$ cat src/rtl/input_peripherals.sv
`default_nettype none
// ============================================================================
// Module      : input_peripherals
// Description : Memory-mapped input register bank. Synchronizes slide
//               switches, synchronizes and debounces push buttons, latches
//               button press events in a write-1-to-clear register and raises
//               a maskable level interrupt while an enabled event is pending.
// Revision    : 1.0 - initial release
// ============================================================================
module input_peripherals #(
    parameter int NUM_SW          = 18,
    parameter int NUM_BTN         = 4,
    parameter int DEBOUNCE_CYCLES = 500000
) (
    input  logic               clk,
    input  logic               reset_n,
    input  logic [7:0]         addr_i,
    input  logic [31:0]        data_in_i,
    input  logic               write_en_i,
    output logic [31:0]        data_out_o,
    input  logic [NUM_SW-1:0]  io_sw_i,
    input  logic [NUM_BTN-1:0] io_btn_i,
    output logic               irq_o
);

    localparam int              c_CNT_W     = $clog2(DEBOUNCE_CYCLES + 1);
    localparam logic [c_CNT_W-1:0] c_CNT_LAST = c_CNT_W'(DEBOUNCE_CYCLES - 1);

    localparam logic [7:0] c_ADDR_SW   = 8'h00;
    localparam logic [7:0] c_ADDR_BTN  = 8'h10;
    localparam logic [7:0] c_ADDR_EDGE = 8'h20;
    localparam logic [7:0] c_ADDR_MASK = 8'h30;

    logic [NUM_SW-1:0]  r_sw_meta;
    logic [NUM_SW-1:0]  r_sw_sync;
    logic [NUM_BTN-1:0] r_btn_meta;
    logic [NUM_BTN-1:0] r_btn_sync;
    logic [NUM_BTN-1:0] r_stable;
    logic [c_CNT_W-1:0] r_cnt [NUM_BTN];
    logic [NUM_BTN-1:0] r_edge;
    logic [NUM_BTN-1:0] r_mask;

    logic [NUM_BTN-1:0] w_press_sync;
    logic [NUM_BTN-1:0] w_stable_nxt;
    logic [c_CNT_W-1:0] w_cnt_nxt [NUM_BTN];
    logic [NUM_BTN-1:0] w_edge_set;
    logic [NUM_BTN-1:0] w_edge_clr;
    logic               w_wr_edge;
    logic               w_wr_mask;
    logic               w_unused_data;

    // Buttons are active-low on the pins; internally 1 means pressed.
    assign w_press_sync = ~r_btn_sync;

    assign w_wr_edge  = write_en_i && (addr_i == c_ADDR_EDGE);
    assign w_wr_mask  = write_en_i && (addr_i == c_ADDR_MASK);
    assign w_edge_clr = w_wr_edge ? data_in_i[NUM_BTN-1:0] : '0;

    // Only press (0->1) transitions of the debounced level raise a flag.
    assign w_edge_set = w_stable_nxt & ~r_stable;

    // Upper write-data bits carry no state in this block.
    assign w_unused_data = ^data_in_i[31:NUM_BTN];

    // Two-flop synchronizers; button flops reset to the released level.
    always_ff @(posedge clk or negedge reset_n) begin
        if (!reset_n) begin
            r_sw_meta  <= '0;
            r_sw_sync  <= '0;
            r_btn_meta <= '1;
            r_btn_sync <= '1;
        end else begin
            r_sw_meta  <= io_sw_i;
            r_sw_sync  <= r_sw_meta;
            r_btn_meta <= io_btn_i;
            r_btn_sync <= r_btn_meta;
        end
    end

    // Debounce: count consecutive mismatch cycles, accept on the last one.
    always_comb begin
        for (int i = 0; i < NUM_BTN; i++) begin
            w_stable_nxt[i] = r_stable[i];
            w_cnt_nxt[i]    = '0;
            if (w_press_sync[i] != r_stable[i]) begin
                if (r_cnt[i] == c_CNT_LAST) begin
                    w_stable_nxt[i] = w_press_sync[i];
                end else begin
                    w_cnt_nxt[i] = r_cnt[i] + 1'b1;
                end
            end
        end
    end

    // Debounced level and per-button counters.
    always_ff @(posedge clk or negedge reset_n) begin
        if (!reset_n) begin
            r_stable <= '0;
            for (int i = 0; i < NUM_BTN; i++) begin
                r_cnt[i] <= '0;
            end
        end else begin
            r_stable <= w_stable_nxt;
            for (int i = 0; i < NUM_BTN; i++) begin
                r_cnt[i] <= w_cnt_nxt[i];
            end
        end
    end

    // Sticky press flags (set wins over W1C), mask, and registered interrupt.
    always_ff @(posedge clk or negedge reset_n) begin
        if (!reset_n) begin
            r_edge <= '0;
            r_mask <= '0;
            irq_o  <= 1'b0;
        end else begin
            r_edge <= (r_edge & ~w_edge_clr) | w_edge_set;
            if (w_wr_mask) begin
                r_mask <= data_in_i[NUM_BTN-1:0];
            end
            irq_o <= |(r_edge & r_mask);
        end
    end

    // Combinational read mux, zero-extended; unmapped addresses read 0.
    always_comb begin
        data_out_o = '0;
        case (addr_i)
            c_ADDR_SW:   data_out_o[NUM_SW-1:0]  = r_sw_sync;
            c_ADDR_BTN:  data_out_o[NUM_BTN-1:0] = r_stable;
            c_ADDR_EDGE: data_out_o[NUM_BTN-1:0] = r_edge;
            c_ADDR_MASK: data_out_o[NUM_BTN-1:0] = r_mask;
            default:     data_out_o = '0;
        endcase
    end

endmodule
`default_nettype wire

$ cat config.mk
export PLATFORM = sky130hd
export DESIGN_NAME = input_peripherals
export DESIGN_NICKNAME = d
export VERILOG_FILES = /design/src/rtl/input_peripherals.sv
export SDC_FILE = /design/constraint.sdc
export NUM_CORES = 1
export LEC_CHECK = 0
export CAP_MARGIN = 40
export CORE_MARGIN = 10
export CORE_UTILIZATION = 48
export DETAILED_ROUTE_END_ITERATION = 12
export GPL_ROUTABILITY_DRIVEN = 0
export HOLD_SLACK_MARGIN = 0.03
export PLACE_DENSITY = 0.76
export REMOVE_ABC_BUFFERS = 1
export SYNTH_ARGS = -nofsm -noshare
export SYNTH_HDL_FRONTEND = slang
export SYNTH_SLANG_ARGS = --single-unit
$ cat constraint.sdc
create_clock -name clk -period 2.15 [get_ports clk]
set_clock_uncertainty 0.05 [all_clocks]
set_input_delay 0.43 -clock clk [delete_from_list [all_inputs] [get_ports clk]]
set_output_delay 0.43 -clock clk [all_outputs]
set_load 0.005 [all_outputs]
==> insert_results.sql, run 1 <==
INSERT INTO impl_metrics (metric_group, metric, value, unit) VALUES
('outcome', 'failing_checks', 'setup timing', ''),
('timing', 'finalHoldViolations', '0', ''),
('logic_synthesis', 'yosys-top-cells-area', 'sky130_fd_sc_hd__dfrtp_1, sky130_fd_sc_hd__xnor2_1, sky130_fd_sc_hd__nor2_1, sky130_fd_sc_hd__dfstp_2, sky130_fd_sc_hd__xor2_1', ''),
('logic_synthesis', 'proportion_of_netlist_area_held_by_the_largest_area_contributor', '53.7', '%'),
('timing', 'period_minus_ws_final', '2500', 'ps'),
('logic_synthesis', 'postSynthAreaPerCell', '11.1', 'sq um'),
('logic_synthesis', 'yosysSeqAreaShare', '57.4', '%'),
('setup_path', 'critical_path_required', '1670', 'ps'),
('setup_path', 'cell_type_of_the_slowest_stage_on_the_worst_timing_path', 'sky130_fd_sc_hd__or4_4', ''),
('setup_path', 'timing.setup.critical_path_class', 'primary input to output pin', ''),
('placed_design', 'io_buffer_count', '55', ''),
('timing', 'hold_slack', '300', 'ps'),
('timing', 'number_of_failing_setup_endpoints_in_the_final_timing_report', '22', ''),
('logic_synthesis', 'synth_compound_area_share', '4.13', '%'),
('logic_synthesis', 'synth_simple_gate_area_share', '21.5', '%'),
('logic_synthesis', 'synth_edf_count', '0', ''),
('worst_hold_path', 'min_delay_worst_endpoint', 'r_sw_sync[6]', ''),
('logic_synthesis', 'post-synth-top-area-cell', 'sky130_fd_sc_hd__dfrtp_1', ''),
('logic_synthesis', 'synth_area', '5820', 'sq um'),
('timing', 'number_of_pins_exceeding_their_max_slew_limit_in_the_final_report', '0', ''),
('clock_tree', 'cts-buffers-inserted', '17', ''),
('logic_synthesis', 'yosys.area_share.adder', '0.860', '%'),
('global_routing', 'global_route_wire_length_before_repair', '20.9', 'mm'),
('die', 'fp.dieArea', '16900', 'sq um'),
('setup_path', 'slowest_delay', '520', 'ps'),
('global_routing', 'antenna_found_initial', '1', ''),
('timing', 'grt_setup_unrepaired', 'true', ''),
('route', 'via_count', '4176', ''),
('flow_run', 'max_cap_violations', '0', ''),
('logic_synthesis', 'postSynth.topFlopCell', 'sky130_fd_sc_hd__dfrtp_1', ''),
('worst_hold_path', 'hold_depth', '0', ''),
('logic_synthesis', 'synth.mux.area_fraction', '3.10', '%'),
('cells_and_area', 'post-route-util', '61.9', '%'),
('route', 'antenna_left', '0', ''),
('setup_path', 'critPathArrivalTime', '2020', 'ps'),
('logic_synthesis', 'combinational_family_with_the_most_area_after_synthesis', 'simple AND/OR/NAND/NOR gates', ''),
('logic_synthesis', 'ys_ff_latch', '133', ''),
('setup_path', 'timing.critical_path.fanout_max', '3', ''),
('clock_tree', 'cts_tree', 'yes', ''),
('timing', 'final_min_period_over_clock_period', '116', '%'),
('placed_design', 'hpwlAfterDp', '8.53', 'mm'),
('global_routing', 'via_count_of_the_first_global_routing_pass', '4146', ''),
('outcome', 'result_of_the_run', 'finished with violations', ''),
('setup_path', 'r2r_cells', '5', ''),
('setup_path', 'critical-path-top-cell-by-count', 'sky130_fd_sc_hd__buf_6', ''),
('timing', 'setup_slack', '-351', 'ps'),
('route', 'drt_wl_total', '13.0', 'mm'),
('die', 'placementRows', '40', ''),
('route', 'drcViolationCount', '0', ''),
('timing', 'worst_slew_margin_rel', '57.7', '%'),
('logic_synthesis', 'syn_inst_count', '526', ''),
('cells_and_area', 'layout-drive-gt1-share', '19.8', '%'),
('setup_path', 'worst_setup_path_start_kind', 'primary input', ''),
('route', 'drt-wirelength-per-cell', '16.6', 'um'),
('setup_path', 'endpoint_kind', 'output pin', ''),
('logic_synthesis', 'postSynth.asyncResetShare', '100', '%'),
('die', 'die-height', '130', 'um'),
('route', 'vias_per_cell', '5.35', ''),
('setup_path', 'regToRegEndpoint', 'r_cnt[37]', ''),
('die', 'io-pin-count', '98', ''),
('setup_path', 'crit_chain', 'buf_6 -> or4_4 -> or2_4 -> nor3_4 -> buf_6 -> buf_6 -> buf_6 -> and2_4 -> buf_6', ''),
('logic_synthesis', 'yosysWarnings', '0', ''),
('route', 'first_pass_iteration_count_of_the_detailed_router', '5', ''),
('cells_and_area', 'nNetsFinal', '688', ''),
('clock_tree', 'clock_sink_count', '133', ''),
('setup_path', 'worst_r2r_startpoint', 'r_cnt[19]', ''),
('timing', 'max_clock_freq', '400', 'MHz'),
('clock_tree', 'cts.htree.levels', '4', ''),
('route', 'initialDrtViolationCount', '471', ''),
('logic_synthesis', 'synth_xor_area_share', '9.18', '%'),
('clock_tree', 'clk_path_buf_depth', '2', '');
worst max-delay path by stage:
stage	start	endpoint	slack [ps]	cells past startpoint
floorplan	addr_i[1]	data_out_o[10]	-260	4
global placement	addr_i[0]	data_out_o[10]	-900	7
detailed placement	addr_i[0]	data_out_o[13]	-950	7
CTS	addr_i[3]	data_out_o[8]	-370	9
global route	addr_i[1]	data_out_o[13]	-400	9
finish	addr_i[1]	data_out_o[13]	-350	9
critical path: cells and delay by family:
| family | cells | cell delay (ps) |
|---|---|---|
| simple gates | 4 | 1070 |
| buf+inv | 5 | 510 |
synthesized netlist by cell type (2+ instances only):
master                       n
sky130_fd_sc_hd__nor4_1     24
sky130_fd_sc_hd__a21oi_1     8
sky130_fd_sc_hd__a31o_2      2
sky130_fd_sc_hd__mux2_4      4
sky130_fd_sc_hd__and3_1      5
sky130_fd_sc_hd__and2_1     17
sky130_fd_sc_hd__a22oi_1     2
sky130_fd_sc_hd__o21ai_1     2
sky130_fd_sc_hd__nor2_1     80
sky130_fd_sc_hd__ha_1        4
sky130_fd_sc_hd__and4_1      4
sky130_fd_sc_hd__dfstp_2     8
sky130_fd_sc_hd__nor3_1     13
sky130_fd_sc_hd__mux4_2      4
sky130_fd_sc_hd__or3_1       4
sky130_fd_sc_hd__o21ai_0     9
sky130_fd_sc_hd__inv_1      19
sky130_fd_sc_hd__nand4_1    25
sky130_fd_sc_hd__xor2_1     18
sky130_fd_sc_hd__xnor2_1    43
sky130_fd_sc_hd__nand3_1    25
sky130_fd_sc_hd__and2b_2     4
sky130_fd_sc_hd__a22o_1      4
sky130_fd_sc_hd__or2_2       2
sky130_fd_sc_hd__or4_1       5
sky130_fd_sc_hd__buf_4      14
sky130_fd_sc_hd__clkbuf_1    8
sky130_fd_sc_hd__dfrtp_1   125
sky130_fd_sc_hd__mux2i_1     3
sky130_fd_sc_hd__nor4bb_1    3
sky130_fd_sc_hd__nand2_1    22
sky130_fd_sc_hd__o31ai_1     5
final cells by class:
class	count	area (sq um)	area share, %
tap	147	184	2.49
antenna	1	2.50	0.0338
timing repair buffer	85	830	11.2
clock buffer	21	480	6.49
sequential	133	3340	45.1
multi-input combinational	363	2350	31.7
clock inverter	11	148	1.99
inverter	19	71.3	0.964
metal layers:
metal | track usage (%) | routed length [um]
met5 | 0 | 0
met4 | 6.08 | 205
met2 | 24.6 | 6230
met3 | 5.52 | 843
met1 | 19.6 | 5670
power breakdown:
part | total [mW] | leakage (nW) | switching, mW | internal (mW)
logic | 0.246 | 1.11 | 0.128 | 0.117
clock network | 3.01 | 0.298 | 1.06 | 1.95
registers | 2.61 | 1.74 | 0.0395 | 2.57
layout by cell type (no fill, tap or decap), types with 14 or more instances in the layout:
cell | synthesis | final
sky130_fd_sc_hd__inv_1 | 19 | 19
sky130_fd_sc_hd__nor4_1 | 24 | 24
sky130_fd_sc_hd__clkdlybuf4s50_1 | 0 | 28
sky130_fd_sc_hd__xnor2_1 | 43 | 43
sky130_fd_sc_hd__nor2_1 | 80 | 80
sky130_fd_sc_hd__nand2_1 | 22 | 22
sky130_fd_sc_hd__buf_4 | 14 | 20
sky130_fd_sc_hd__nand4_1 | 25 | 25
sky130_fd_sc_hd__conb_1 | 1 | 14
sky130_fd_sc_hd__clkbuf_16 | 0 | 17
sky130_fd_sc_hd__buf_6 | 0 | 25
sky130_fd_sc_hd__xor2_1 | 18 | 18
sky130_fd_sc_hd__dfrtp_1 | 125 | 125
sky130_fd_sc_hd__nand3_1 | 25 | 25
cell families after synthesis:
group                    count (synthesis)
AO/OA/AOI/OAI                           34
XOR/XNOR                                61
adder cells (fa/ha/maj)                  4
buffers and inverters                   43
flip-flops                             133
multiplexers                            11
other                                    1
AND/OR/NAND/NOR                        239
stage by stage:
stage / setup TNS, ps / std cells / total power [mW] / setup slack (ps) / area (sq um)
4_1_cts: -5250 / 777 / 5.93 / -373 / 7330
2_1_floorplan: -3650 / 515 / 2.72 / -261 / 5720
3_3_place_gp: -18400 / 736 / 2.88 / -898 / 6620
3_5_place_dp: -19580 / 736 / 2.89 / -954 / 6620
5_1_grt: -5570 / 780 / 6.08 / -399 / 7400
6_report: -4710 / 780 / 5.87 / -351 / 7400
registers in the layout, indices dropped and copies added (netlist names):
signal      count
r_sw_meta      18
r_edge          4
r_cnt          76
r_stable        4
r_btn_meta      4
irq_o           1
r_sw_sync      18
r_mask          4
r_btn_sync      4
repair_timing:
action                                  4_1_cts  5_1_grt
gates resized for setup                     119       14
endpoints found under the setup margin       22       23
pin swaps                                    16        5
cloned                                        1        0
hold buffers                                  1        0
buffers inserted                              7        4
hold endpoints to repair                     23        0
(Power assumes the default switching activity.)
==> run 2, diff against run 1 <==
- MAX_ROUTING_LAYER: not set -> met4
- PLACE_DENSITY: 0.76 -> not set
- PLACE_DENSITY_LB_ADDON: not set -> 0.2
==> run 2 against run 1 <==
Compared with the run above: the run still ends with setup timing left; core utilization grew 0.16 points; global-route usage decreased by 0.21 points; non-clock buffer count increased by 1; sequential share of layout area down 0.11 points; sequential power barely moved; wire length is 4.6% lower; count of clock-buffer cells in the layout is 2 lower; setup slack is essentially flat; critical path type unchanged; highest routed layer unchanged.
==> insert_results.sql, run 2 (same netlist as run 1, synthesis figures left out) <==
INSERT INTO impl_metrics (metric_group, metric, value, unit) VALUES
('worst_hold_path', 'hp-class', 'flop to flop', ''),
('cells_and_area', 'largest_register', 'r_cnt', ''),
('clock_tree', 'cts.htree.levels', '4', ''),
('setup_path', 'critPathArrivalTime', '2020', 'ps'),
('timing', 'worst_slew_margin_rel', '58.1', '%'),
('cells_and_area', 'final_cell_count_no_fill', '780', ''),
('placed_design', 'place.detailed.instances', '739', ''),
('route', 'via_count', '4097', ''),
('timing', 'number_of_pins_exceeding_their_max_slew_limit_in_the_final_report', '0', ''),
('global_routing', 'antenna_found_initial', '0', ''),
('die', 'start_util', '48.7', '%'),
('setup_path', 'timing.setup.critical_path_class', 'primary input to output pin', ''),
('cells_and_area', 'syn_to_final_growth', '27.5', '%'),
('timing', 'setup_slack', '-351', 'ps'),
('route', 'drt_wl_total', '12.4', 'mm'),
('clock_tree', 'cts-root-buf', 'sky130_fd_sc_hd__clkbuf_16', ''),
('route', 'first_pass_iteration_count_of_the_detailed_router', '4', ''),
('die', 'io-pin-count', '98', ''),
('clock_tree', 'clock_sink_count', '133', ''),
('power', 'totalPowerFinal', '5.83', 'mW'),
('cells_and_area', 'layout-drive-gt1-share', '19.7', '%'),
('global_routing', 'grt.overflow.total', '0', ''),
('die', 'core_area', '12000', 'sq um'),
('clock_tree', 'cts-buffers-inserted', '17', ''),
('cells_and_area', 'nNetsFinal', '689', ''),
('timing', 'worst_pin_slew', '623', 'ps'),
('setup_path', 'critical-path-top-cell-by-count', 'sky130_fd_sc_hd__buf_6', ''),
('cells_and_area', 'most-common-layout-cells', 'sky130_fd_sc_hd__dfrtp_1, sky130_fd_sc_hd__nor2_1, sky130_fd_sc_hd__xnor2_1', ''),
('setup_path', 'timing.critical_path.fanout_max', '4', ''),
('flow_run', 'max_cap_violations', '0', ''),
('cells_and_area', 'post-route-util', '62.0', '%'),
('global_routing', 'grt_use_total', '15.5', '%'),
('route', 'antenna_left', '0', ''),
('die', 'placementRows', '40', ''),
('global_routing', 'grt_start_max_net_pins', '53', ''),
('setup_path', 'critical_path_required', '1670', 'ps'),
('cells_and_area', 'largestRegisters', 'r_cnt (76), r_sw_meta (18), r_sw_sync (18)', ''),
('die', 'fp.dieArea', '16900', 'sq um'),
('clock_tree', 'worst_skew_pair.late_latency', '410', 'ps'),
('cells_and_area', 'antenna-diode-count', '0', ''),
('timing', 'grt_setup_unrepaired', 'true', ''),
('setup_path', 'rrSetupSlack', '230', 'ps'),
('outcome', 'failing_checks', 'setup timing', ''),
('timing', 'finalHoldViolations', '0', ''),
('cells_and_area', 'largest_reg_flops', '76', ''),
('cells_and_area', 'mostFrequentLayoutCell', 'sky130_fd_sc_hd__dfrtp_1', ''),
('clock_tree', 'clk_path_buf_depth', '2', ''),
('setup_path', 'slowest_delay', '520', 'ps'),
('setup_path', 'crit_chain', 'buf_6 -> or4_4 -> or2_4 -> nor3_4 -> buf_6 -> buf_6 -> buf_6 -> and2_4 -> buf_6', ''),
('timing', 'final_min_period_over_clock_period', '116', '%'),
('timing', 'number_of_failing_setup_endpoints_in_the_final_timing_report', '18', ''),
('timing', 'hold_slack', '296', 'ps'),
('timing', 'setup-tns-final', '-4380', 'ps'),
('global_routing', 'via_count_of_the_first_global_routing_pass', '4106', ''),
('placed_design', 'io_buffer_count', '55', ''),
('global_routing', 'busiest_metal_layer_after_global_routing', 'met2', ''),
('timing', 'max_clock_freq', '400', 'MHz'),
('route', 'initialDrtViolationCount', '221', ''),
('global_routing', 'met2_usage', '25.3', '%'),
('setup_path', 'worst_setup_path_start_kind', 'primary input', ''),
('setup_path', 'cell_type_of_the_slowest_stage_on_the_worst_timing_path', 'sky130_fd_sc_hd__or4_4', ''),
('route', 'drcViolationCount', '0', ''),
('route', 'drt-wirelength-per-cell', '15.8', 'um'),
('die', 'chipWidth', '130', 'um'),
('setup_path', 'endpoint_kind', 'output pin', ''),
('clock_tree', 'cts_tree', 'yes', ''),
('global_routing', 'global_route_wire_length_before_repair', '20.1', 'mm'),
('timing', 'period_minus_ws_final', '2500', 'ps'),
('power', 'p_leak', '3.15', 'nW'),
('placed_design', 'hpwlAfterDp', '8.64', 'mm'),
('power', 'power.density_cell_area', '786', 'nW/um^2'),
('clock_tree', 'worst_setup_hold_path_clk_slew', '50', 'ps'),
('outcome', 'result_of_the_run', 'finished with violations', ''),
('power', 'irDropWorstVdd', '0.570', 'mV'),
('global_routing', 'met3_usage', '4.67', '%'),
('route', 'vias_per_cell', '5.25', ''),
('global_routing', 'grt_use_met1', '18.1', '%'),
('die', 'die-height', '130', 'um');
==> run 2: changes by cell type in the layout (fill, tap and decap cells not counted), sizes merged <==
cell / change
inv: -1
clkdlybuf4s15: +1
clkbuf: -2
bufinv: +1
clkinv: +2
diode: -1
==> run 2: critical path, delay by kind of cell <==
family	cells	cell delay, ps
and+or+nand+nor	4	1080
buffers and inverters	5	510
==> run 2: per-layer routing <==
metal / vias to the layer above / share of wire, %
li1: 1984 / -
met5: - / 0
met3: 12 / 3.9
met1: 2032 / 42
met4: 0 / 0.94
met2: 69 / 53
==> run 2: cell type report <==
type	count	area (sq um)
multi-input combinational	363	2350
timing repair buffer	86	858
clock buffer	19	433
inverter	19	71.3
tap	147	184
fill	960	4540
sequential	133	3340
clock inverter	13	183
==> run 2: power breakdown <==
part	internal [mW]	switching [mW]	leakage [nW]
registers	2.57	0.0387	1.74
logic	0.117	0.121	1.12
clock network	1.93	1.05	0.289
total	4.63	1.21	3.15
==> run 2: stage by stage <==
step / instance area, sq um / setup slack [ps]
global route: 7420 / -384
CTS: 7360 / -396
finish: 7420 / -351
floorplan: 5720 / -261
global placement: 6640 / -873
detailed placement: 6640 / -911
==> run 2: repair_timing <==
item | in CTS | in global routing
gates resized for setup | 120 | 14
hold buffers | 1 | 0
cloned | 1 | 0
endpoints found under the setup margin | 22 | 18
pin swaps | 14 | 4
hold endpoints to repair | 95 | 0
buffers inserted | 7 | 2
==> run 2: final timing paths <==
| path | from | end | cells past startpoint |
|---|---|---|---|
| min | r_sw_meta[6] | r_sw_sync[6] | 0 |
| min in group asynchronous | reset_n | r_cnt[10] | 2 |
| max | addr_i[3] | data_out_o[4] | 9 |
| min reg2reg | r_sw_meta[6] | r_sw_sync[6] | 0 |
| max in group asynchronous | reset_n | r_cnt[68] | 3 |
| max reg2reg | r_cnt[31] | r_stable[2] | 5 |
==> run 3, diff against run 2 <==
- CORE_ASPECT_RATIO: not set -> 1.2
==> run 3 against run 2 <==
Compared with the run above: the run still ends with setup timing left; cell count increased by 1.3%; count of clock-buffer cells in the layout decreased by 1; global-route usage down 0.16 points.
==> insert_results.sql, run 3 (same netlist as run 1, synthesis figures left out) <==
INSERT INTO impl_metrics (metric_group, metric, value, unit) VALUES
('outcome', 'result_of_the_run', 'finished with violations', ''),
('outcome', 'failing_checks', 'setup timing', ''),
('power', 'power_frac_comb', '4.0', '%'),
('clock_tree', 'cts.htree.levels', '4', ''),
('power', 'power.density_cell_area', '803', 'nW/um^2'),
('clock_tree', 'clk_path_buf_depth', '2', ''),
('global_routing', 'grt.overflow.total', '0', ''),
('cells_and_area', 'largestRegisters', 'r_cnt (76), r_sw_meta (18), r_sw_sync (18)', ''),
('setup_path', 'critPathArrivalTime', '1980', 'ps'),
('timing', 'grt_setup_unrepaired', 'true', ''),
('cells_and_area', 'layout-drive-gt1-share', '19.1', '%'),
('timing', 'number_of_pins_exceeding_their_max_slew_limit_in_the_final_report', '0', ''),
('route', 'vias_per_cell', '5.22', ''),
('power', 'internal_power', '4.67', 'mW'),
('setup_path', 'endpoint_kind', 'output pin', ''),
('placed_design', 'io_buffer_count', '55', ''),
('route', 'drcViolationCount', '0', ''),
('cells_and_area', 'multi_input_comb_area', '2350', 'sq um'),
('power', 'p_leak', '3.14', 'nW'),
('timing', 'finalHoldViolations', '0', ''),
('power', 'total_switching_power', '1.27', 'mW'),
('power', 'irDropWorstVdd', '0.614', 'mV'),
('route', 'drt-wirelength-per-cell', '15.7', 'um'),
('route', 'antenna_left', '0', ''),
('global_routing', 'grt_use_total', '15.3', '%'),
('setup_path', 'timing.setup.critical_path_class', 'primary input to output pin', ''),
('cells_and_area', 'largest_register', 'r_cnt', ''),
('global_routing', 'global_route_wire_length_before_repair', '20.5', 'mm'),
('clock_tree', 'cts-root-buf', 'sky130_fd_sc_hd__clkbuf_16', ''),
('die', 'chipWidth', '121', 'um'),
('cells_and_area', 'fillerInstances', '955', ''),
('timing', 'setup_slack', '-306', 'ps'),
('clock_tree', 'worst_setup_hold_path_clk_slew', '60', 'ps'),
('global_routing', 'grt_start_max_net_pins', '53', ''),
('cells_and_area', 'post-route-util', '61.7', '%'),
('power', 'p_seq_share', '44.0', '%'),
('die', 'fp.dieArea', '16900', 'sq um'),
('cells_and_area', 'largest_reg_flops', '76', ''),
('timing', 'number_of_failing_setup_endpoints_in_the_final_timing_report', '18', ''),
('power', 'power.switching_fraction', '21.4', '%'),
('global_routing', 'via_count_of_the_first_global_routing_pass', '4284', ''),
('die', 'start_util', '48.5', '%'),
('clock_tree', 'clock_sink_count', '133', ''),
('cells_and_area', 'most-common-layout-cells', 'sky130_fd_sc_hd__dfrtp_1, sky130_fd_sc_hd__nor2_1, sky130_fd_sc_hd__xnor2_1', ''),
('setup_path', 'timing.critical_path.fanout_max', '3', ''),
('route', 'first_pass_iteration_count_of_the_detailed_router', '4', ''),
('cells_and_area', 'syn_to_final_growth', '27.2', '%'),
('global_routing', 'antenna_found_initial', '1', ''),
('clock_tree', 'cts_tree', 'yes', ''),
('global_routing', 'met3_usage', '4.00', '%'),
('clock_tree', 'worst_skew_pair.late_latency', '410', 'ps'),
('die', 'core_area', '12000', 'sq um'),
('die', 'die-height', '141', 'um'),
('global_routing', 'met2_usage', '25.6', '%'),
('setup_path', 'critical_path_required', '1670', 'ps'),
('timing', 'max_clock_freq', '407', 'MHz'),
('cells_and_area', 'nNetsFinal', '684', ''),
('setup_path', 'worst_setup_path_start_kind', 'primary input', ''),
('worst_hold_path', 'hp-class', 'flop to flop', ''),
('placed_design', 'place.detailed.instances', '749', ''),
('timing', 'final_min_period_over_clock_period', '114', '%'),
('timing', 'hold_slack', '292', 'ps'),
('timing', 'period_minus_ws_final', '2460', 'ps'),
('route', 'initialDrtViolationCount', '226', ''),
('cells_and_area', 'final_cell_count_no_fill', '790', ''),
('global_routing', 'busiest_metal_layer_after_global_routing', 'met2', ''),
('die', 'io-pin-count', '98', ''),
('die', 'placementRows', '44', ''),
('global_routing', 'grt_use_met1', '17.6', '%'),
('timing', 'worst_slew_margin_rel', '59.4', '%'),
('placed_design', 'hpwlAfterDp', '8.38', 'mm'),
('route', 'via_count', '4126', ''),
('cells_and_area', 'mostFrequentLayoutCell', 'sky130_fd_sc_hd__dfrtp_1', ''),
('placed_design', 'placement.cell_area', '6630', 'sq um'),
('power', 'power.clock.fraction', '52.0', '%'),
('cells_and_area', 'sequential_area', '3340', 'sq um'),
('route', 'drt_wl_total', '12.4', 'mm'),
('clock_tree', 'cts-buffers-inserted', '17', ''),
('cells_and_area', 'final_cell_area', '7400', 'sq um'),
('flow_run', 'max_cap_violations', '0', ''),
('timing', 'worst_pin_slew', '604', 'ps');
## run 3: cell count changes in the layout (fill, tap and decap cells not counted)
cell                             delta
sky130_fd_sc_hd__and2_1             +2
sky130_fd_sc_hd__and2_4             -2
sky130_fd_sc_hd__buf_2              +2
sky130_fd_sc_hd__buf_4              -2
sky130_fd_sc_hd__buf_6              -5
sky130_fd_sc_hd__clkbuf_1           -2
sky130_fd_sc_hd__clkbuf_8           +1
sky130_fd_sc_hd__clkinv_2           -2
sky130_fd_sc_hd__clkinv_4           +1
sky130_fd_sc_hd__diode_2            +1
sky130_fd_sc_hd__dlygate4sd2_1      -1
sky130_fd_sc_hd__dlymetal6s2s_1     +1
sky130_fd_sc_hd__inv_6              +1
sky130_fd_sc_hd__inv_8              +1
## run 3: final cells by class
cell class	instances	share of cell area [%]
Tap cell	161	2.72
Inverter	19	0.963
Sequential cell	133	45.1
Clock inverter	14	2.72
Antenna cell	1	0.0338
Timing Repair Buffer	81	10.8
Clock buffer	18	5.93
Multi-Input combinational cell	363	31.7
## run 3: path summary, 6_finish.rpt
path	from	to	slack [ps]	cells after the start
worst min register to register	r_sw_meta[12]	r_sw_sync[12]	290	0
worst max-delay path	addr_i[3]	data_out_o[8]	-310	9
worst max register to register	r_cnt[19]	r_cnt[37]	160	5
worst min-delay path	r_sw_meta[12]	r_sw_sync[12]	290	0
min in group asynchronous	reset_n	r_cnt[12]	460	2
max in group asynchronous	reset_n	r_btn_sync[0]	900	3
## run 3: repair_timing
action	4_1_cts	5_1_grt
gates cloned	1	0
gates resized for setup	113	15
endpoints found under the setup margin	22	18
pin swaps	11	9
hold endpoints to repair	31	0
hold buffers	1	0
setup buffers	7	2
## run 3: stage by stage
stage,power [mW],setup slack [ps],TNS (ps)
after CTS,5.98,-384,-5790
after floorplan,2.72,-261,-3650
after global routing,6.14,-343,-4650
after global placement,2.88,-889,-18380
final,5.94,-306,-3930
after detailed placement,2.89,-936,-18970
## run 3: worst max-delay path, cell delays in order
cell	delay, ps
sky130_fd_sc_hd__buf_6	90
sky130_fd_sc_hd__or4_4	520
sky130_fd_sc_hd__or2_4	260
sky130_fd_sc_hd__nor3_4	140
sky130_fd_sc_hd__buf_6	130
sky130_fd_sc_hd__buf_6	90
sky130_fd_sc_hd__buf_6	90
sky130_fd_sc_hd__and2_4	130
sky130_fd_sc_hd__buf_6	90
## run 3: power groups by stage
stage               Clock [mW]  Sequential (mW)  Combinational [mW]
finish                    3.09             2.61               0.237
global route              3.25             2.62               0.267
CTS                       3.13             2.61               0.239
detailed placement           0             2.66               0.235
global placement             0             2.65               0.231
floorplan                    0             2.64              0.0751
## run 3: per-layer routing
| layer | part of all wire, % | wire length, um |
|---|---|---|
| met4 | 1.3 | 161 |
| met3 | 3.6 | 450 |
| met5 | 0 | 0 |
| met1 | 43 | 5280 |
| met2 | 52 | 6480 |
